<file path="config.mk">
export PLATFORM = sky130hd
export DESIGN_NAME = cache_way_array
export DESIGN_NICKNAME = d
export VERILOG_FILES = /design/src/rtl/cache_way_array.sv
export SDC_FILE = /design/constraint.sdc
export NUM_CORES = 2
export LEC_CHECK = 0
export BUFFER_PORTS_ARGS = -buffer_cell sky130_fd_sc_hd__buf_2
export CAP_MARGIN = 10
export CORE_ASPECT_RATIO = 0.75
export CORE_MARGIN = 3
export CORE_UTILIZATION = 35
export CTS_CLUSTER_DIAMETER = 40
export CTS_CLUSTER_SIZE = 12
export DETAILED_ROUTE_END_ITERATION = 7
export GPL_ROUTABILITY_DRIVEN = 0
export PLACE_DENSITY = 0.6
export SYNTH_ARGS = -nofsm -noshare
export SYNTH_HDL_FRONTEND = slang
export SYNTH_SLANG_ARGS = --single-unit
</file>
<file path="constraint.sdc">
create_clock -name clk -period 2.09 [get_ports clk]
set_input_delay 0.209 -clock clk [delete_from_list [all_inputs] [get_ports clk]]
set_output_delay 0.209 -clock clk [all_outputs]
set_load 0.02 [all_outputs]
</file>
<file path="src/rtl/cache_way_array.sv">
// N-way set-associative line storage with valid/dirty bits, per-set true-LRU
// ages and a multi-cycle flush sweep that invalidates every set.
module cache_way_array #(
  parameter int WIDTH = 128,
  parameter int SETS  = 8,
  parameter int WAYS  = 2,
  localparam int IW   = $clog2(SETS),
  localparam int AW   = $clog2(WAYS),
  localparam int BW   = WIDTH / 8
) (
  input  logic             clk,
  input  logic             rst_n,
  input  logic [IW-1:0]    index,
  input  logic [AW-1:0]    way_sel,
  input  logic             write,
  input  logic [BW-1:0]    byte_en,
  input  logic [WIDTH-1:0] datain,
  input  logic             set_dirty,
  input  logic             touch,
  input  logic             flush_req,
  output logic [WIDTH-1:0] dataout,
  output logic [WAYS-1:0]  valid_out,
  output logic [WAYS-1:0]  dirty_out,
  output logic [AW-1:0]    lru_way,
  output logic             flush_busy,
  output logic             flush_done
);

  localparam logic [0:0] S_IDLE  = 1'b0;
  localparam logic [0:0] S_FLUSH = 1'b1;

  logic [WIDTH-1:0] r_data  [WAYS][SETS];
  logic [WAYS-1:0]  r_valid [SETS];
  logic [WAYS-1:0]  r_dirty [SETS];
  logic [AW-1:0]    r_age   [SETS][WAYS];
  logic [0:0]       r_state;
  logic [IW-1:0]    r_cnt;
  logic             r_done;

  logic             w_idle;
  logic             w_wr;
  logic [AW-1:0]    w_old;
  logic [AW-1:0]    w_age_new [WAYS];
  logic [AW-1:0]    w_lru;

  assign w_idle = (r_state == S_IDLE);
  assign w_wr   = w_idle & write & ~flush_req;
  assign w_old  = r_age[index][way_sel];

  // Touched way becomes MRU; ways younger than it age by one.
  always_comb begin
    for (int w = 0; w < WAYS; w++) begin
      w_age_new[w] = r_age[index][w];
      if (way_sel == AW'(w))
        w_age_new[w] = '0;
      else if (r_age[index][w] < w_old)
        w_age_new[w] = r_age[index][w] + AW'(1);
    end
  end

  always_comb begin
    w_lru = '0;
    for (int w = 0; w < WAYS; w++)
      if (r_age[index][w] == AW'(WAYS - 1))
        w_lru = AW'(w);
  end

  // Line data carries no reset.
  always_ff @(posedge clk) begin
    for (int b = 0; b < BW; b++)
      if (w_wr && byte_en[b])
        r_data[way_sel][index][8*b +: 8] <= datain[8*b +: 8];
  end

  always_ff @(posedge clk or negedge rst_n) begin
    if (!rst_n) begin
      r_state <= S_IDLE;
      r_cnt   <= '0;
      r_done  <= 1'b0;
      for (int s = 0; s < SETS; s++) begin
        r_valid[s] <= '0;
        r_dirty[s] <= '0;
        for (int w = 0; w < WAYS; w++)
          r_age[s][w] <= AW'(WAYS - 1 - w);
      end
    end else begin
      r_done <= 1'b0;
      case (r_state)
        S_IDLE: begin
          if (flush_req) begin
            r_state <= S_FLUSH;
            r_cnt   <= '0;
          end else if (write || touch) begin
            if (write) begin
              r_valid[index][way_sel] <= 1'b1;
              if (set_dirty)
                r_dirty[index][way_sel] <= 1'b1;
            end
            for (int w = 0; w < WAYS; w++)
              r_age[index][w] <= w_age_new[w];
          end
        end
        S_FLUSH: begin
          r_valid[r_cnt] <= '0;
          r_dirty[r_cnt] <= '0;
          for (int w = 0; w < WAYS; w++)
            r_age[r_cnt][w] <= AW'(WAYS - 1 - w);
          if (r_cnt == IW'(SETS - 1)) begin
            r_state <= S_IDLE;
            r_cnt   <= '0;
            r_done  <= 1'b1;
          end else begin
            r_cnt <= r_cnt + IW'(1);
          end
        end
        default: r_state <= S_IDLE;
      endcase
    end
  end

  assign dataout    = r_data[way_sel][index];
  assign valid_out  = r_valid[index];
  assign dirty_out  = r_dirty[index];
  assign lru_way    = w_lru;
  assign flush_busy = (r_state == S_FLUSH);
  assign flush_done = r_done;

endmodule

</file>
==> parameters.txt <==
Parameter                              Value

Status
  Outcome ... finished, violations left
  Violated checks ... setup timing

GRT
  GRT Util Overall ... 18.8%
  Number of global-route vias before repair ... 45500
  Overflow left after global routing ... 0
  Largest net degree at the start of global routing ... 37
  First-pass GRT wire length ... 328000 um
  Antenna violations before repair ... 31

Worst setup path
  Class of the most critical setup path ... reg -> out
  Family of cells with the greatest summed delay on the critical path ... multiplexers
  Crit path required time ... 1880 ps
  Endpoint kind of the worst setup timing path ... output pin
  CP Max Fanout ... 1
  Critical Path, Cell by Cell ... mux4_2 -> a211oi_4 -> nand2_2 -> buf_6
  Startpoint class of the critical path ... flip-flop
  CP peak stage delay ... 520 ps
  Signal arrival time at the worst endpoint ... 2350 ps
  Worst-path cell with the longest stage delay ... sky130_fd_sc_hd__mux4_2
  Worst path buffer plus inverter count ... 1

Layout
  Filler Cell Count ... 19000
  Area added between synthesis and finish ... 32.2%
  Area of the multi-input gates ... 19100 sq um
  Number of nets in the layout ... 5626
  Share of layout cells above drive strength 1 ... 35.2%
  Area occupied by registers ... 62800 sq um
  Finished Layout Cells ... 8747

Logic synthesis
  Top cells by area in the synthesized netlist ... sky130_fd_sc_hd__edfxtp_1 75%, sky130_fd_sc_hd__mux2i_1 7.4%, sky130_fd_sc_hd__mux4_2 6.4%
  Cell Area, Synth ... 81600 sq um
  Flop and latch count out of synthesis ... 2101
  Netlist cell types ... 50
  Count of flip-flops with a built-in enable after synthesis ... 2048
  Area leader, netlist ... sky130_fd_sc_hd__edfxtp_1
  Sequential-to-total area share from yosys stat ... 77.0%
  Post-synthesis average cell area ... 19.0 sq um
  Yosys top cell area share ... 75.3%
  Net count after synthesis ... 4449
  Async set or reset register ratio after synthesis ... 2.52%
  Commonest register cell after synthesis ... sky130_fd_sc_hd__edfxtp_1
  Most instantiated library cell after synthesis ... sky130_fd_sc_hd__edfxtp_1
  Gate count after technology mapping ... 4293
  Synth cell count leaders ... 2048 x sky130_fd_sc_hd__edfxtp_1, 600 x sky130_fd_sc_hd__mux2i_1, 280 x sky130_fd_sc_hd__o22ai_1
  Synth warn ... 0

Route
  Vias after detailed routing ... 45500
  Number of design rule violations left after detail routing ... 0
  Mean routed wirelength per cell ... 26.1 um
  Detail Route Antenna Nets ... 0
  First-pass iteration count of the detailed router ... 5
  Total routed wirelength ... 228000 um
  Via density per instance ... 5.20
  Violation count after the first detailed-route iteration ... 4407

Clocking
  Clock input transition at the sequential cells of the worst setup and hold paths ... 60 ps
  Clock Sink Count ... 2101
  CTS buffer count ... 270
  Root Buffer ... sky130_fd_sc_hd__clkbuf_16
  Clock tree from TritonCTS ... done
  Clock Tree Buf Depth ... 4
  Clock insertion delay at the later pin of the skew report ... 830 ps
  Deepest level of the CTS H-tree ... 5

Floorplan
  Cell Rows ... 152
  Chip Height ... 424 um
  Die area ... 239000 sq um
  Starting density of the core ... 35.4%
  Chip Width ... 564 um
  Core outline area ... 230000 sq um
  Top Ports ... 289

Placement
  Worst slack after detailed placement ... -405 ps
  HPWL after detailed placement ... 154000 um
  Cell count after placement ... 8134
  Total of buffers placed on input and output ports ... 288

Power and ir drop
  Part of the total power dissipated in combinational logic ... 7.5%
  Power density over cell area ... 925 nW/um^2
  VDD IR-drop max ... 0.540 mV
  Clock power frac ... 45.5%
  PnR Total Power ... 0.0998 W
  Switching share of total power ... 22.4%
  Internal cell power ... 0.0774 W
  Switching power ... 0.0224 W
  Sequential fraction of design power ... 47.0%
  Static leakage ... 38.0 nW

Min path
  Type of the worst min-delay path ... in -> reg

STA
  Period utilisation layout ... 122%
  Tmin final ... 2560 ps
  Worst-case clock skew ... 69.5 ps
  Relative max-transition margin ... 45.3%
  Fin Setup TNS ... -28570 ps
  Setup repair after global routing missed its margin ... true
  Number of pins exceeding their max-slew limit in the final report ... 0
  Final WS setup ... -468 ps
  Final setup fails ... 137
  Maximum clock rate ... 391 MHz
  Worst Max-Slew Pin Slew ... 817 ps
  Total count of hold-check failures in the final report ... 0

Run
  Maximum capacitance violations ... 0
-- power by group through the flow --
stage / clock network [W] / logic [W] / registers (W)
after floorplan: 0 / 0.00312 / 0.0477
after global placement: 0 / 0.00638 / 0.0477
after detailed placement: 0 / 0.00647 / 0.0478
after CTS: 0.0463 / 0.00741 / 0.0469
after global routing: 0.0481 / 0.00793 / 0.0469
final: 0.0454 / 0.00746 / 0.0469
-- path summary, 6_finish.rpt --
check | start | to | slack (ps) | depth (start not counted)
max in group asynchronous | rst_n | r_dirty[10]$_DFFE_PN0P_ | 260 | 4
max | r_data[0][967]$_DFFE_PP_ | dataout[71] | -470 | 4
max reg2reg | flush_busy$_DFF_PN0_ | r_data[0][177]$_DFFE_PP_ | -10 | 9
min | byte_en[14] | r_data[0][240]$_DFFE_PP_ | 9 | 2
min reg2reg | r_valid[8]$_DFFE_PN0P_ | r_valid[8]$_DFFE_PN0P_ | 480 | 1
min in group asynchronous | rst_n | r_age[3]$_DFFE_PN1P_ | 570 | 3
-- cell usage in the layout (no fill, tap or decap), types with 14 or more instances in the layout --
cell / Yosys / final
sky130_fd_sc_hd__nand2_1: 225 / 143
sky130_fd_sc_hd__buf_6: 9 / 146
sky130_fd_sc_hd__a21o_1: 16 / 16
sky130_fd_sc_hd__clkinv_4: 0 / 19
sky130_fd_sc_hd__a211oi_2: 0 / 39
sky130_fd_sc_hd__clkinvlp_4: 0 / 17
sky130_fd_sc_hd__buf_12: 0 / 314
sky130_fd_sc_hd__a21oi_2: 0 / 16
sky130_fd_sc_hd__clkinv_1: 0 / 24
sky130_fd_sc_hd__bufinv_16: 0 / 26
sky130_fd_sc_hd__clkbuf_16: 0 / 277
sky130_fd_sc_hd__clkinv_2: 0 / 15
sky130_fd_sc_hd__mux4_2: 232 / 232
sky130_fd_sc_hd__o21ai_0: 58 / 27
sky130_fd_sc_hd__o21ai_1: 0 / 14
sky130_fd_sc_hd__clkbuf_1: 88 / 33
sky130_fd_sc_hd__buf_4: 6 / 391
sky130_fd_sc_hd__nand2_4: 0 / 17
sky130_fd_sc_hd__edfxtp_1: 2048 / 2048
sky130_fd_sc_hd__nor3_1: 54 / 15
sky130_fd_sc_hd__and2_4: 0 / 53
sky130_fd_sc_hd__mux2i_2: 0 / 15
sky130_fd_sc_hd__nand3_1: 20 / 19
sky130_fd_sc_hd__mux2i_1: 600 / 582
sky130_fd_sc_hd__nor3_2: 0 / 39
sky130_fd_sc_hd__dfrtp_1: 45 / 45
sky130_fd_sc_hd__nor2_4: 0 / 18
sky130_fd_sc_hd__nand2_2: 0 / 63
sky130_fd_sc_hd__dlygate4sd3_1: 0 / 141
sky130_fd_sc_hd__buf_2: 126 / 159
sky130_fd_sc_hd__inv_6: 0 / 19
sky130_fd_sc_hd__and2_1: 259 / 206
sky130_fd_sc_hd__diode_2: 0 / 19
sky130_fd_sc_hd__o22ai_1: 280 / 269
-- timing repair --
action,in CTS,in global routing
endpoints found under the hold margin,2270,8
hold buffers,140,1
endpoints found under the setup margin,552,292
setup buffers,5,12
gates resized for setup,508,138
pin swaps,224,88
cloned,1,2
-- metrics by stage --
stage	hold slack (ps)	instance area, sq um	util, %
after CTS	5.91	107000	46.6
after floorplan	-86.6	81600	-
after global placement	198	95400	41.4
final	8.58	108000	46.9
after detailed placement	202	95400	41.4
after global routing	-3.00	108000	46.8
-- cell families (layout without fill, tap and decap cells) --
logic type,count (synthesis),in the layout,share of synthesized area [%]
multiplexers,837,837,13.8
AO/OA/AOI/OAI,467,467,3.69
adder cells (fa/ha/maj),2,2,0.0307
flip-flops,2101,2101,77.0
buffers and inverters,257,1612,1.49
AND/OR/NAND/NOR,629,629,3.99
other,0,19,0
-- layer usage --
metal / global-route usage [%] / part of all wire (%)
met1: 27.9 / 45
met2: 28.4 / 45
met3: 3.64 / 7.1
met4: 4.46 / 2.1
met5: 0 / 0.018
-- cell type report --
type	instances	share of cell area, %
flip-flops and latches	2101	58.2
multi-input cells	1935	17.7
repair buffers	1159	12.3
clock buffers	308	6.49
well taps	3080	3.57
clock inverters	142	1.65
diodes	19	0.0441
inverters	3	0.0104
-- state kept, by name, summed over array words and instances (netlist names) --
name / cells
r_cnt: 3
r_dirty: 16
flush_done: 1
r_data: 2048
r_valid: 16
flush_busy: 1
r_age: 16
Note: power is estimated with default switching activity, not from simulation.
